`src/rtl/noc_input_port.sv`:
```
// Generic synchronous FIFO: DEPTH entries, combinational read of the head entry.
// Latency: a pushed entry is visible at head_dat the cycle after the push.
// Backpressure: none internally; the caller must gate push_vld against count.
module noc_fifo #(
  parameter int WIDTH = 16,
  parameter int DEPTH = 5
) (
  input  logic                       clk,
  input  logic                       rst,
  input  logic                       push_vld,
  input  logic [WIDTH-1:0]           push_dat,
  input  logic                       pop_vld,
  output logic [WIDTH-1:0]           head_dat,
  output logic [$clog2(DEPTH+1)-1:0] count
);
  localparam int PW = (DEPTH > 1) ? $clog2(DEPTH) : 1;
  localparam int CW = $clog2(DEPTH + 1);
  localparam logic [PW-1:0] LAST = PW'(DEPTH - 1);

  logic [WIDTH-1:0] mem_q [DEPTH];
  logic [WIDTH-1:0] mem_d [DEPTH];
  logic [PW-1:0]    wr_ptr_q, wr_ptr_d;
  logic [PW-1:0]    rd_ptr_q, rd_ptr_d;
  logic [CW-1:0]    count_q, count_d;

  // Next-state for storage, wrapping pointers and occupancy.
  always_comb begin
    mem_d    = mem_q;
    wr_ptr_d = wr_ptr_q;
    rd_ptr_d = rd_ptr_q;
    count_d  = count_q;
    if (push_vld) begin
      mem_d[wr_ptr_q] = push_dat;
      wr_ptr_d = (wr_ptr_q == LAST) ? '0 : wr_ptr_q + PW'(1);
    end
    if (pop_vld) begin
      rd_ptr_d = (rd_ptr_q == LAST) ? '0 : rd_ptr_q + PW'(1);
    end
    case ({push_vld, pop_vld})
      2'b10:   count_d = count_q + CW'(1);
      2'b01:   count_d = count_q - CW'(1);
      default: count_d = count_q;
    endcase
  end

  // Pointer/occupancy registers; reset empties the FIFO.
  always_ff @(posedge clk) begin
    if (rst) begin
      wr_ptr_q <= '0;
      rd_ptr_q <= '0;
      count_q  <= '0;
    end else begin
      wr_ptr_q <= wr_ptr_d;
      rd_ptr_q <= rd_ptr_d;
      count_q  <= count_d;
    end
  end

  // Storage carries no reset; stale entries are unreachable once pointers clear.
  always_ff @(posedge clk) begin
    mem_q <= mem_d;
  end

  assign head_dat = mem_q[rd_ptr_q];
  assign count    = count_q;
endmodule

// NoC input port: buffers incoming flits, XY-routes each packet, forwards on grant.
// Latency: head push -> req_o two cycles later; grant -> valid_o/credit_o next cycle.
// Backpressure: credit_o returns one credit per pop; pushes beyond DEPTH are dropped.
module noc_input_port #(
  parameter int WIDTH   = 16,
  parameter int DEPTH   = 5,
  parameter int X_COORD = 0,
  parameter int Y_COORD = 0
) (
  input  logic             clk,
  input  logic             rst,
  input  logic [WIDTH-1:0] data_i,
  input  logic             valid_i,
  output logic             credit_o,
  output logic [4:0]       req_o,
  input  logic             grant_i,
  output logic [WIDTH-1:0] data_o,
  output logic             valid_o,
  output logic             overflow_o,
  output logic             proto_err_o
);
  localparam int CW = $clog2(DEPTH + 1);
  localparam logic [CW-1:0] DEPTH_C = CW'(DEPTH);
  localparam logic [3:0] MY_X = 4'(X_COORD);
  localparam logic [3:0] MY_Y = 4'(Y_COORD);

  // One-hot output-port encoding: N, E, S, W, Local.
  localparam logic [4:0] PORT_N = 5'b00001;
  localparam logic [4:0] PORT_E = 5'b00010;
  localparam logic [4:0] PORT_S = 5'b00100;
  localparam logic [4:0] PORT_W = 5'b01000;
  localparam logic [4:0] PORT_L = 5'b10000;

  typedef enum logic {IDLE, ACTIVE} state_t;

  state_t           state_q, state_d;
  logic [4:0]       route_q, route_d;
  logic [WIDTH-1:0] data_q, data_d;
  logic             valid_q, valid_d;
  logic             credit_q, credit_d;
  logic             overflow_q, overflow_d;
  logic             proto_err_q, proto_err_d;

  logic [WIDTH-1:0] head_flit;
  logic [CW-1:0]    fifo_cnt;
  logic             fifo_empty;
  logic             pop;
  logic             push;

  // X first, then Y; Y grows northward.
  function automatic logic [4:0] xy_route(input logic [3:0] dx, input logic [3:0] dy);
    logic [4:0] r;
    if (dx > MY_X)      r = PORT_E;
    else if (dx < MY_X) r = PORT_W;
    else if (dy > MY_Y) r = PORT_N;
    else if (dy < MY_Y) r = PORT_S;
    else                r = PORT_L;
    return r;
  endfunction

  noc_fifo #(.WIDTH(WIDTH), .DEPTH(DEPTH)) u_fifo (
    .clk      (clk),
    .rst      (rst),
    .push_vld (push),
    .push_dat (data_i),
    .pop_vld  (pop),
    .head_dat (head_flit),
    .count    (fifo_cnt)
  );

  assign fifo_empty = (fifo_cnt == '0);

  // Request is withdrawn during a mid-packet bubble so a grant cannot pop an empty FIFO.
  assign req_o = (state_q == ACTIVE && !fifo_empty) ? route_q : 5'b0;

  // Wormhole control, pop decision, push acceptance and registered output values.
  always_comb begin
    state_d     = state_q;
    route_d     = route_q;
    data_d      = data_q;
    pop         = 1'b0;
    proto_err_d = proto_err_q;
    case (state_q)
      IDLE: begin
        if (!fifo_empty) begin
          if (head_flit[WIDTH-1]) begin
            route_d = xy_route(head_flit[7:4], head_flit[3:0]);
            state_d = ACTIVE;
          end else begin
            // Stray body/tail flit with no open packet: drop it but still return its credit.
            pop         = 1'b1;
            proto_err_d = 1'b1;
          end
        end
      end
      ACTIVE: begin
        if (grant_i && req_o != 5'b0) begin
          pop    = 1'b1;
          data_d = head_flit;
          if (head_flit[WIDTH-2]) state_d = IDLE;
        end
      end
      default: state_d = IDLE;
    endcase
    // A same-cycle pop frees a slot, so a full FIFO still accepts the push.
    push       = valid_i && ((fifo_cnt < DEPTH_C) || pop);
    overflow_d = overflow_q || (valid_i && !push);
    valid_d    = pop && (state_q == ACTIVE);
    credit_d   = pop;
  end

  // State and output registers with synchronous reset.
  always_ff @(posedge clk) begin
    if (rst) begin
      state_q     <= IDLE;
      route_q     <= 5'b0;
      data_q      <= '0;
      valid_q     <= 1'b0;
      credit_q    <= 1'b0;
      overflow_q  <= 1'b0;
      proto_err_q <= 1'b0;
    end else begin
      state_q     <= state_d;
      route_q     <= route_d;
      data_q      <= data_d;
      valid_q     <= valid_d;
      credit_q    <= credit_d;
      overflow_q  <= overflow_d;
      proto_err_q <= proto_err_d;
    end
  end

  assign data_o      = data_q;
  assign valid_o     = valid_q;
  assign credit_o    = credit_q;
  assign overflow_o  = overflow_q;
  assign proto_err_o = proto_err_q;
endmodule
```
`config.mk`:
```
export PLATFORM = sky130hd
export DESIGN_NAME = noc_input_port
export DESIGN_NICKNAME = d
export VERILOG_FILES = /design/src/rtl/noc_input_port.sv
export SDC_FILE = /design/constraint.sdc
export NUM_CORES = 1
export LEC_CHECK = 0
export ABC_AREA = 0
export BUFFER_PORTS_ARGS = -buffer_cell sky130_fd_sc_hd__buf_2
export CORE_MARGIN = 2
export CORE_UTILIZATION = 38
export CTS_BUF_LIST = sky130_fd_sc_hd__clkbuf_8
export DETAILED_ROUTE_END_ITERATION = 10
export PLACE_DENSITY = 0.54
export RECOVER_POWER = 100
export REMOVE_ABC_BUFFERS = 1
export SLEW_MARGIN = 20
export SYNTH_ARGS = -nofsm -noshare
export SYNTH_HDL_FRONTEND = slang
export SYNTH_HIERARCHICAL = 1
export SYNTH_SLANG_ARGS = --single-unit
export TNS_END_PERCENT = 1
```
`constraint.sdc`:
```
create_clock -name clk -period 4.5 [get_ports clk]
set_clock_uncertainty 0.1 [all_clocks]
set_input_delay 0.45 -clock clk [delete_from_list [all_inputs] [get_ports clk]]
set_output_delay 0.45 -clock clk [all_outputs]
set_load 0.02 [all_outputs]
```
# Word level (Yosys, flattened, before mapping)
# Cells that the tools add are included.
word_totals:
  regBits: 115
  out_inout_bits: 25
classes:
  addsub: 4
  order_cmp: 8
  eq_ne: 4
  muxes: 23
  bitwise_logic: 5
  reduce_logical: 16
ops:
  columns: ["op", "count"]
  rows:
  - ["$bwmux W80", 1]
  - ["$bmux W16 S3", 1]
  - ["$demux W16 S3", 1]
  - ["$mux W16", 3]
  - ["$mux W5", 5]
  - ["$lt A4 B1 Y1 const B", 3]
  - ["$add A3 B1 Y3 const B", 3]
  - ["$ge A4 B4 Y1 const B", 2]
  - ["$gt A4 B1 Y1 const B", 2]
  - ["$not A3 Y4", 2]
  - ["$mux W1", 7]
  - ["$eq A3 B3 Y1 const B", 2]
  - ["$logic_and A1 B1 Y1", 6]
  - ["$mux W3", 2]
  - ["$pmux W3 S2", 1]
  - ["$reduce_and A3 Y1", 2]
  - ["$reduce_bool A5 Y1", 1]
  - ["$pmux W1 S2", 2]
  - ["$logic_not A3 Y1", 1]
  - ["$lt A3 B3 Y1 const B", 1]
  - ["$not A1 Y1", 3]
  - ["$sub A3 B1 Y3 const B", 1]
  - ["$eq A2 B1 Y1 const B", 1]
  - ["$eq A2 B2 Y1 const B", 1]
  - ["4 further kinds", 6]

# Longest topological paths before layout
depth:
  ltp_word: 13
  ltp_mapped: 14

# By module
# Netlist, hierarchy kept.
by_module_without_submodules:
  columns: ["mod", "n_inst", "cells_each", "area_each_um2", "seq_area_each_um2"]
  rows:
  - ["noc_fifo", 1, 211, 3568.4, 2582.5]
  - ["noc_input_port", 1, 123, 1026.0, 480.5]

# Worst setup path after synthesis
# OpenSTA, ideal clock, no wires.
synth_path:
  path_kind: "register to register"
  startpoint: "reg u_fifo.rd_ptr_q[0]"
  endpoint: "reg u_fifo/mem_q[0] (netlist bit), enable pin"
  setup_ns: 0.409
  arrival_time_ns: 2.834
  slack_ns: 1.157
  stages_incl_launch_ff: 11
  period_less_slack_ns: 3.343
  path_cell_list: "dfxtp_1 -> buf_6 -> buf_6 -> mux2i_1 -> nor2_1 -> a221o_1 -> nor2_1 -> a211oi_1 -> nor2b_1 -> nand2_1 -> nor3_1"
synth_between:
  elab_chain_len: 9
synth_lines:
  columns: ["element", "line_no", "source"]
  rows:
  - ["start, declared", "23", "logic [PW-1:0] rd_ptr_q, rd_ptr_d;"]
  - ["start signal, assigned", "54", "rd_ptr_q <= rd_ptr_d;"]
  - ["$not A3 Y4 (not written as such)", "64", "assign head_dat = mem_q[rd_ptr_q];"]
  - ["$bmux W16 S3", "64", null]
  - ["$mux W16 (not written as such) (2 in a row)", "64", null]
  - ["net head_flit[15]", "111", "logic [WIDTH-1:0] head_flit;"]
  - ["$mux W1", "153", "if (head_flit[WIDTH-1]) begin"]
  - ["$mux W1", "152", "if (!fifo_empty) begin"]
  - ["$pmux W1 S2", "150", "case (state_q)"]
  - ["$logic_or A1 B1 Y1", "173", "push = valid_i && ((fifo_cnt < DEPTH_C) || pop);"]
  - ["$logic_and A1 B1 Y1", "173", null]
  - ["net push", "115", "logic push;"]
  - ["end signal, assigned", "61", "mem_q <= mem_d;"]
  - ["end, declared", "20", "logic [WIDTH-1:0] mem_q [DEPTH];"]
# The timed path passes the listed nets, and every way through them passes these cells. The select of a mux whose other input is x is not followed.
# A chain may end at the register's enable or synchronous reset.

# Worst setup path in the final report
layout_path:
  startpoint: "reg u_fifo.rd_ptr_q[0]"
  endpoint: "reg u_fifo/mem_q[11] (netlist bit), enable pin"
# The elaborated chain is that of the path after synthesis.

==> summary.txt <==
status = complete, no violations
CTS Hold Buffers Added = 0
DR DRC count = 0
WL final = 9.16 mm
asr flop ratio synth = 0
critical path endpoint category = flop
min cycle time layout = 3730 ps
Reg area = 3060 um2
Leakage Power = 1.78 nW
vias in the first global route = 2702
Rows = 40
DR iter-0 viols = 182
Setup TNS = 0 ps
global-route wire length before repair = 14.3 mm
num ports = 45
DR WL/cell = 16.8 um
Final #Nets = 412
Avg Vias per Cell = 5.11
Seq/Total Area, Yosys = 0.667
total vias in the final route = 2790
Inserted Clock Buffers = 17
antenna violations before repair = 0
Finished Cell Area = 5270 um2
Warnings, synthesis = 6
pwr dens = 533 nW/um2
post-route ant nets = 0
Worst setup SP type = flop
Post-DP HPWL = 5.47 mm
CTS max path bufs = 2
Worst Path Required = 4430 ps
setup ws final = 767 ps
TritonCTS clock tree = done
number of enable flip-flop cells after synthesis = 80
layout cell share with drive strength beyond 1 = 0.143
post-synth top area share = 0.523
RSZ-0062 raised after global routing = no
worst skew pair latency = 430 ps
Die W = 114 um
clock sinks = 113
Post-DP Area = 4960 um2
H-Tree Depth = 4
Place WS = 1090 ps
most frequent cells in the layout = 80 x edfxtp_1, 40 x clkbuf_1, 33 x dfxtp_1, 26 x nand2_1, 25 x nor2_1
Finished Layout Cells = 546
top_reg_cell synth = edfxtp_1
Post-Route Utilization = 0.443
Final period util = 0.829
syn avg cell area = 13.8 um2
Inst Count DP = 514
Buffers on Ports = 42
worst relative slew slack = 0.255
Post-CTS Resized = 0
main area contributors after synthesis = edfxtp_1 52%, dfxtp_1 14%, mux2_4 4.2%
Yosys reg bits = 113
Setup Buffers After CTS = 0
Synth-to-Final Area Change = 14.7%
Starting Density = 0.386
core box area = 11900 um2
Die H = 114 um
area of the multi-input gates = 1370 um2
CP arrival = 3670 ps
Slew Viols, Final = 0
Root Buffer = clkbuf_8
die area = 13000 um2
Mapped Cells = 334
Worst-Margin Slew = 1120 ps
Max IR drop VDD = 0.252 mV
Ant. Diodes = 0
clock slew at reported path FFs = 70 ps
largest net degree at the start of global routing = 33
RD Place Congestion = 0.764
Final Hold Vio Count = 0
remaining global-route overflow = 0
Synth Cell Area = 4590 um2
# fillers = 1123
post-synth cell types = 44
final setup violating endpoints = 0
Max Fclk = 268 MHz
Total Routing Usage GR = 0.151
Crit Path Category = flop to flop
DR pass1 iterations = 4
Crit Path Max Fanout = 16
commonest non-fill, non-tap cell in the layout = edfxtp_1
Max Cap Viol = 0
Synth area leader = edfxtp_1
hold crit path type = input port to flop
## metrics by stage
stage                     hold WS [ps]  total power [W]
after floorplan                    352          0.00174
after global placement             337          0.00190
after detailed placement           336          0.00191
after CTS                          126          0.00286
after global routing               197          0.00295
final                              211          0.00281
## cells by family (layout without fill, tap and decap cells)
logic type,after synthesis,count (layout),synth area share
flops,113,113,0.667
simple gates,95,95,0.106
compound gates,56,56,0.0828
mux,33,33,0.0893
buf+inv,28,92,0.0321
fa+ha+maj,6,6,0.0180
xor+xnor,2,2,0.00381
other cells,1,2,0.000816
## power breakdown
part           switching, W  internal, W  total [W]
Combinational      0.000338     0.000273   0.000611
Sequential        0.0000688      0.00119    0.00126
Clock              0.000394     0.000549   0.000943
Total              0.000800      0.00201    0.00281
## registers in the layout, summed over array words and instances (netlist names)
register / count
u_fifo/wr_ptr_q: 3
proto_err_o: 1
state_q: 1
valid_o: 1
u_fifo/mem_q: 80
route_q: 3
u_fifo/rd_ptr_q: 3
data_o: 16
overflow_o: 1
u_fifo/count: 3
credit_o: 1
## routing by layer
metal | vias up | GRT usage | share of wire
met3 | 12 | 0.0505 | 0.052
met5 | - | 0 | 0
met4 | 0 | 0.0537 | 0.013
met2 | 64 | 0.241 | 0.47
li1 | 1361 | - | -
met1 | 1353 | 0.192 | 0.46
## layout make-up
type                       instances  share of cell area
clock buffer                      18              0.0470
sequential                       113               0.581
tap                              147              0.0349
clock inverter                    14              0.0285
inverter                           7             0.00498
timing repair buffer              53              0.0432
multi-input combinational        194               0.260
## Yosys cell counts (4+ instances only)
master    number
ha_1           5
mux2_4        13
dfxtp_1       33
o21ai_0       12
nor2_1        25
edfxtp_1      80
nand2b_1       4
and2_1         4
buf_2          7
a221o_1       15
nand4_1       16
o21ai_1       10
clkbuf_1       7
inv_1          7
a21oi_1       12
mux2i_1       17
nand2_1       26
## path summary, 6_finish.rpt
check / slack [ps] / cells past startpoint / endpoint / startpoint
hold reg to reg: 360 / 2 / data_o[11] / data_o[11]
setup / recovery: 770 / 8 / u_fifo/mem_q[11] / u_fifo/rd_ptr_q[0]
hold / removal: 210 / 1 / u_fifo/mem_q[28] / data_i[12]
setup reg to reg: 770 / 8 / u_fifo/mem_q[11] / u_fifo/rd_ptr_q[0]
## critical path: stages (launching register included)
cell	delay, ps
dfxtp_1	800
mux2_2	410
a221o_1	390
nor2_1	210
a211oi_1	70
nor2b_1	280
nand2_1	100
nor3_1	130
clkbuf_1	840
Note: power is estimated with default switching activity, not from simulation.
